`src/rtl/systolic_pkg.sv`:
```
// Shared defaults and the sequencer state encoding for the systolic input path.
package systolic_pkg;

  localparam int SIZE_DEF   = 4;
  localparam int I_BITS_DEF = 8;

  typedef enum logic [2:0] {
    ST_LOAD   = 3'd0,
    ST_FULL   = 3'd1,
    ST_CLR    = 3'd2,
    ST_STREAM = 3'd3,
    ST_DONE   = 3'd4
  } state_t;

endpackage

```
`src/rtl/systolic_matrix_buffer.sv`:
```
// SIZE x SIZE operand store with a whole-row write port and a skewed
// (anti-diagonal) read: lane k returns the element sitting on diagonal beat s.
// TRANSPOSE=0 reads lane k from row k (A operand, A[k][s-k]);
// TRANSPOSE=1 reads lane k from column k (B operand, B[s-k][k]).
module systolic_matrix_buffer
  import systolic_pkg::*;
#(
  parameter int SIZE      = SIZE_DEF,
  parameter int I_BITS    = I_BITS_DEF,
  parameter int ROW_W     = (SIZE > 1) ? $clog2(SIZE) : 1,
  parameter int BEAT_W    = $clog2(2 * SIZE),
  parameter bit TRANSPOSE = 1'b0
) (
  input  logic                     clock,
  input  logic                     wr_en,
  input  logic [ROW_W-1:0]         wr_row,
  input  logic [SIZE*I_BITS-1:0]   wr_data,
  input  logic [BEAT_W-1:0]        rd_beat,
  output logic [SIZE*I_BITS-1:0]   rd_lanes
);

  logic [I_BITS-1:0] mem [SIZE][SIZE];

  // Row write: contents are not reset, a new load simply overwrites them.
  always_ff @(posedge clock) begin
    if (wr_en) begin
      for (int c = 0; c < SIZE; c++) begin
        mem[wr_row][c] <= wr_data[c*I_BITS +: I_BITS];
      end
    end
  end

  // Diagonal read: lane k picks offset j where k + j equals the beat index,
  // which avoids any signed s-k arithmetic; lanes off the diagonal read zero.
  always_comb begin
    rd_lanes = '0;
    for (int k = 0; k < SIZE; k++) begin
      for (int j = 0; j < SIZE; j++) begin
        if (rd_beat == BEAT_W'(k + j)) begin
          rd_lanes[k*I_BITS +: I_BITS] = TRANSPOSE ? mem[j][k] : mem[k][j];
        end
      end
    end
  end

endmodule

```
`src/rtl/systolic_input_sequencer.sv`:
```
// Loads an A and a B matrix row by row, then on start pulses the array reset
// and streams both operands skewed across 2*SIZE-1 beats into a systolic array.
module systolic_input_sequencer
  import systolic_pkg::*;
#(
  parameter int SIZE   = SIZE_DEF,
  parameter int I_BITS = I_BITS_DEF
) (
  input  logic                    i_clock,
  input  logic                    i_reset,
  input  logic                    i_load_valid,
  output logic                    o_load_ready,
  input  logic [SIZE*I_BITS-1:0]  i_load_row,
  input  logic                    i_start,
  input  logic [2:0]              i_matrix_size,
  output logic [2:0]              o_matrix_size,
  output logic                    o_array_reset,
  output logic [SIZE*I_BITS-1:0]  o_a_full,
  output logic [SIZE*I_BITS-1:0]  o_b_full,
  output logic                    o_busy,
  output logic                    o_done
);

  localparam int LOAD_W = $clog2(2 * SIZE + 1);
  localparam int BEAT_W = $clog2(2 * SIZE);
  localparam int ROW_W  = (SIZE > 1) ? $clog2(SIZE) : 1;
  localparam int VEC_W  = SIZE * I_BITS;

  state_t              state;
  state_t              next_state;
  logic [LOAD_W-1:0]   load_cnt;
  logic [BEAT_W-1:0]   beat_cnt;
  logic [BEAT_W-1:0]   beat_next;
  logic                load_fire;
  logic                start_fire;
  logic                a_wr;
  logic                b_wr;
  logic [ROW_W-1:0]    a_row;
  logic [ROW_W-1:0]    b_row;
  logic [VEC_W-1:0]    a_lanes;
  logic [VEC_W-1:0]    b_lanes;

  // Beats are only taken in LOAD; the first SIZE go to A, the next SIZE to B.
  assign load_fire  = (state == ST_LOAD) && i_load_valid;
  assign start_fire = (state == ST_FULL) && i_start;
  assign a_wr       = load_fire && (load_cnt <  LOAD_W'(SIZE));
  assign b_wr       = load_fire && (load_cnt >= LOAD_W'(SIZE));
  assign a_row      = ROW_W'(load_cnt);
  assign b_row      = ROW_W'(load_cnt - LOAD_W'(SIZE));

  systolic_matrix_buffer #(
    .SIZE(SIZE), .I_BITS(I_BITS), .ROW_W(ROW_W), .BEAT_W(BEAT_W), .TRANSPOSE(1'b0)
  ) u_buf_a (
    .clock(i_clock), .wr_en(a_wr), .wr_row(a_row), .wr_data(i_load_row),
    .rd_beat(beat_next), .rd_lanes(a_lanes)
  );

  systolic_matrix_buffer #(
    .SIZE(SIZE), .I_BITS(I_BITS), .ROW_W(ROW_W), .BEAT_W(BEAT_W), .TRANSPOSE(1'b1)
  ) u_buf_b (
    .clock(i_clock), .wr_en(b_wr), .wr_row(b_row), .wr_data(i_load_row),
    .rd_beat(beat_next), .rd_lanes(b_lanes)
  );

  // State register.
  always_ff @(posedge i_clock) begin
    if (i_reset) state <= ST_LOAD;
    else         state <= next_state;
  end

  // Next-state logic.
  always_comb begin
    next_state = state;
    case (state)
      ST_LOAD:   if (load_fire && (load_cnt == LOAD_W'(2 * SIZE - 1))) next_state = ST_FULL;
      ST_FULL:   if (i_start) next_state = ST_CLR;
      ST_CLR:    next_state = ST_STREAM;
      ST_STREAM: if (beat_cnt == BEAT_W'(2 * SIZE - 2)) next_state = ST_DONE;
      ST_DONE:   next_state = ST_LOAD;
      default:   next_state = ST_LOAD;
    endcase
  end

  // Moore outputs decoded from the current state.
  always_comb begin
    o_load_ready  = (state == ST_LOAD);
    o_array_reset = (state == ST_CLR);
    o_busy        = (state == ST_CLR) || (state == ST_STREAM);
    o_done        = (state == ST_DONE);
  end

  // Beat about to be presented: 0 when leaving CLR, s+1 while streaming.
  always_comb begin
    beat_next = '0;
    if (state == ST_STREAM) beat_next = beat_cnt + 1'b1;
  end

  // Load/beat counters and the captured matrix-size code.
  always_ff @(posedge i_clock) begin
    if (i_reset) begin
      load_cnt      <= '0;
      beat_cnt      <= '0;
      o_matrix_size <= '0;
    end else begin
      if (state == ST_DONE) load_cnt <= '0;
      else if (load_fire)   load_cnt <= load_cnt + 1'b1;
      beat_cnt <= (next_state == ST_STREAM) ? beat_next : '0;
      if (start_fire) o_matrix_size <= i_matrix_size;
    end
  end

  // Lane registers load the diagonal for the beat being entered, so the
  // registered value lines up with beat_cnt and is zero outside STREAM.
  always_ff @(posedge i_clock) begin
    if (i_reset) begin
      o_a_full <= '0;
      o_b_full <= '0;
    end else if (next_state == ST_STREAM) begin
      o_a_full <= a_lanes;
      o_b_full <= b_lanes;
    end else begin
      o_a_full <= '0;
      o_b_full <= '0;
    end
  end

endmodule

```
`config.mk`:
```
export PLATFORM = sky130hd
export DESIGN_NAME = systolic_input_sequencer
export DESIGN_NICKNAME = d
export VERILOG_FILES = /design/src/rtl/systolic_pkg.sv /design/src/rtl/systolic_matrix_buffer.sv /design/src/rtl/systolic_input_sequencer.sv
export SDC_FILE = /design/constraint.sdc
export NUM_CORES = 1
export LEC_CHECK = 0
export CAP_MARGIN = 15
export CORE_ASPECT_RATIO = 1.1
export CORE_MARGIN = 3
export CORE_UTILIZATION = 40
export DETAILED_ROUTE_END_ITERATION = 12
export GPL_TIMING_DRIVEN = 0
export PLACE_DENSITY = 0.57
export SYNTH_ARGS = -nofsm -noshare
export SYNTH_HDL_FRONTEND = slang
export SYNTH_HIERARCHICAL = 1
export SYNTH_SLANG_ARGS = --single-unit
```
`constraint.sdc`:
```
create_clock -name i_clock -period 4.8 [get_ports i_clock]
set_clock_uncertainty 0.05 [all_clocks]
set_input_delay 1.44 -clock i_clock [delete_from_list [all_inputs] [get_ports i_clock]]
set_output_delay 1.44 -clock i_clock [all_outputs]
set_load 0.005 [all_outputs]
```
==> flow_summary.json <==
{
  "finalPower_w": 0.00589,
  "grt_pass1_vias": 6844,
  "instances_no_fill": 1343,
  "layout-drive-gt1-share_pct": 11.2,
  "power_frac_seq_pct": 53.9,
  "syn_to_final_growth_pct": 23.2,
  "switching_power_w": 0.00116,
  "cp_slowest_cell": "nor3b_4",
  "via_per_inst": 5.09,
  "tightest_slew_ns": 1.10,
  "report.final.slew_viol_count": 0,
  "drt_iter0_markers": 512,
  "ctsResizeCount": 0,
  "synth_cells": 747,
  "power.density_nw_per_um2": 384,
  "synth_fa_ha_area_share_pct": 0.302,
  "synth_cell_types": 41,
  "dp_hpwl_um": 19200,
  "die_x_um": 174,
  "cp.arrival_ns": 4.03,
  "ys_warn_count": 6,
  "syn_area_per_cell_um2": 16.7,
  "detail-route-antenna-nets": 0,
  "drc": 0,
  "synth_xor_area_share_pct": 0.141,
  "ys_seq_area_share_pct": 74.2,
  "cp-end-kind": "flip-flop",
  "status": "finished clean",
  "synth_edf_count": 256,
  "cts_num_sinks": 333,
  "crit_type": "input pin to flip-flop",
  "wl_per_cell_um": 21.9,
  "globalRoute.totalOverflow": 0,
  "final_cell_mix": "edfxtp_1, clkdlybuf4s50_1, mux2i_1",
  "slew_headroom_pct": 26.1,
  "drv_cap": 0,
  "layout_min_cycle_time_ns": 3.88,
  "grt_antenna_before_repair": 2,
  "routed_wl_um": 29400,
  "die_h_um": 191,
  "p_sw_share_pct": 19.7,
  "clk_pin_slew_ns": 0.06,
  "clock_latency_ns": 0.51,
  "yosys.area_share.simple_pct": 9.57,
  "rsz0062_at_grt": "no",
  "hold_class": "flip-flop to flip-flop",
  "combPwrFrac_pct": 2.3,
  "async_flop_share_pct": 0,
  "vias": 6839,
  "cp_data_required_time_ns": 4.95,
  "syn-num-nets": 789,
  "final.fill_count": 2625,
  "dp_slack_ns": 0.386,
  "pwr-share-clk_pct": 43.8,
  "cts_setup_buffers": 0,
  "ys_dominant_reg_cell": "edfxtp_1",
  "ys_ff_latch": 333,
  "cp-start-kind": "input pin",
  "io_pins": 110,
  "coreArea_um2": 30600,
  "drtPass1Iterations": 5,
  "synth_area_um2": 12400,
  "finalSetupViolCount": 0,
  "final_util_pct": 50.1,
  "die_area_um2": 33200,
  "hold_buffers": 0,
  "whs_ns": 0.453,
  "clk_path_buf_depth": 3,
  "cts_made_buffers": 36,
  "fin_nets": 943,
  "peakVddDrop_uv": 224,
  "final_common_cell": "edfxtp_1",
  "clock.fmax_mhz": 258,
  "fin_crit_sh_pct": 80.8,
  "synth_compound_area_share_pct": 4.20,
  "grt_usage_pct": 17.7,
  "final-hold-violation-count": 0,
  "place_congestion": 0.757,
  "timing.final.ws_setup_ns": 0.923,
  "cts_tree": "done",
  "critPathMaxFanout": 19,
  "h-tree-depth": 2,
  "place_inst": 1277,
  "grt_first_pass_wirelength_um": 44000,
  "io_buffers": 109,
  "crit_chain": "clkdlybuf4s50_1, or4b_1, buf_2, nor3_1, nor3b_4, buf_8",
  "r2r_slack_ns": 1.85,
  "p_int_w": 0.00473,
  "root_buffer": "clkbuf_16",
  "grt_max_degree": 33,
  "synth_top_family_by_area": "simple AND/OR/NAND/NOR gates",
  "leakage_nw": 4.88,
  "cpPeakStageDelay_ns": 0.83,
  "muxShareOfSynthArea_pct": 7.97,
  "start_util_pct": 40.7,
  "row_count": 67
}
[sequential cells by signal, summed over array words and instances (netlist names)]
| register | count |
|---|---|
| beat_cnt | 3 |
| load_cnt | 4 |
| state | 3 |
| u_buf_a/mem | 128 |
| o_a_full | 32 |
| u_buf_b/mem | 128 |
| o_b_full | 32 |
| o_matrix_size | 3 |
[area by class of cell]
type | count | area, um2 | area share, %
multi-input combinational | 359 | 2800 | 18.3
clock inverter | 8 | 41.3 | 0.269
tap | 414 | 518 | 3.38
inverter | 4 | 15.0 | 0.0980
sequential | 333 | 9230 | 60.2
buffer | 51 | 435 | 2.84
timing repair buffer | 116 | 1220 | 7.93
clock buffer | 56 | 1070 | 6.96
antenna | 2 | 5.00 | 0.0327
[power by group through the flow]
stage          Sequential [W]  Combinational, W  Clock [W]
3_5_place_dp          0.00324          0.000141          0
3_3_place_gp          0.00324          0.000128          0
5_1_grt               0.00318          0.000150    0.00275
2_1_floorplan         0.00323         0.0000390          0
4_1_cts               0.00317          0.000141    0.00264
6_report              0.00317          0.000138    0.00258
[worst max-delay path, delay by kind of cell]
family / cells / cell delay, ns
simple gates: 3 / 1.66
buf+inv: 3 / 0.91
[kinds of logic after synthesis]
kind of cell | after synthesis
flops | 333
simple gates | 183
mux | 99
compound gates | 72
buf+inv | 55
fa+ha+maj | 3
xor+xnor | 2
[metrics by stage]
step | TNS (ns) | cell area, um2
after floorplan | 0 | 12400
after global placement | -97.90 | 14100
after detailed placement | 0 | 14200
after CTS | 0 | 15300
after global routing | 0 | 15300
final | 0 | 15300
[cell usage after synthesis (all sizes together), types with 2 or more instances]
cell / instances / area share (%)
nand2b: 8 / 0.46
o221ai: 32 / 2.3
clkbuf: 16 / 0.48
or3: 2 / 0.10
nor4b: 3 / 0.21
nand3: 2 / 0.080
o22ai: 32 / 1.6
nor3b: 6 / 0.40
nand4b: 17 / 1.2
and2: 64 / 3.2
and3b: 3 / 0.21
a21oi: 5 / 0.20
nor2: 10 / 0.30
buf: 35 / 3.0
ha: 3 / 0.30
or2: 5 / 0.25
o21ai: 2 / 0.080
nand4bb: 4 / 0.36
edfxtp: 256 / 62
mux2i: 99 / 8.0
dfxtp: 77 / 12
inv: 4 / 0.12
nor3: 4 / 0.16
nand2: 36 / 1.1
or4bb: 12 / 1.1
and3: 3 / 0.15
[final timing paths]
kind	from	endpoint	cells past startpoint
worst min-delay path	o_matrix_size[2]	o_matrix_size[2]	2
worst max-delay path	i_load_valid	u_buf_a/mem[0][13]	6
worst min register to register	o_matrix_size[2]	o_matrix_size[2]	2
worst max register to register	state[0]	o_a_full[14]	9
[metal layers]
layer  up-vias  track usage (%)  wire length [um]  part of all wire [%]
li1       3180                -                 -                     -
met1      3431             24.2             13100                    45
met2       184             29.8             14300                    49
met3        44             2.82              1440                   4.9
met4         0             4.61               604                   2.1
met5         -                0                 0                     0
Note: power is estimated with default switching activity, not from simulation.
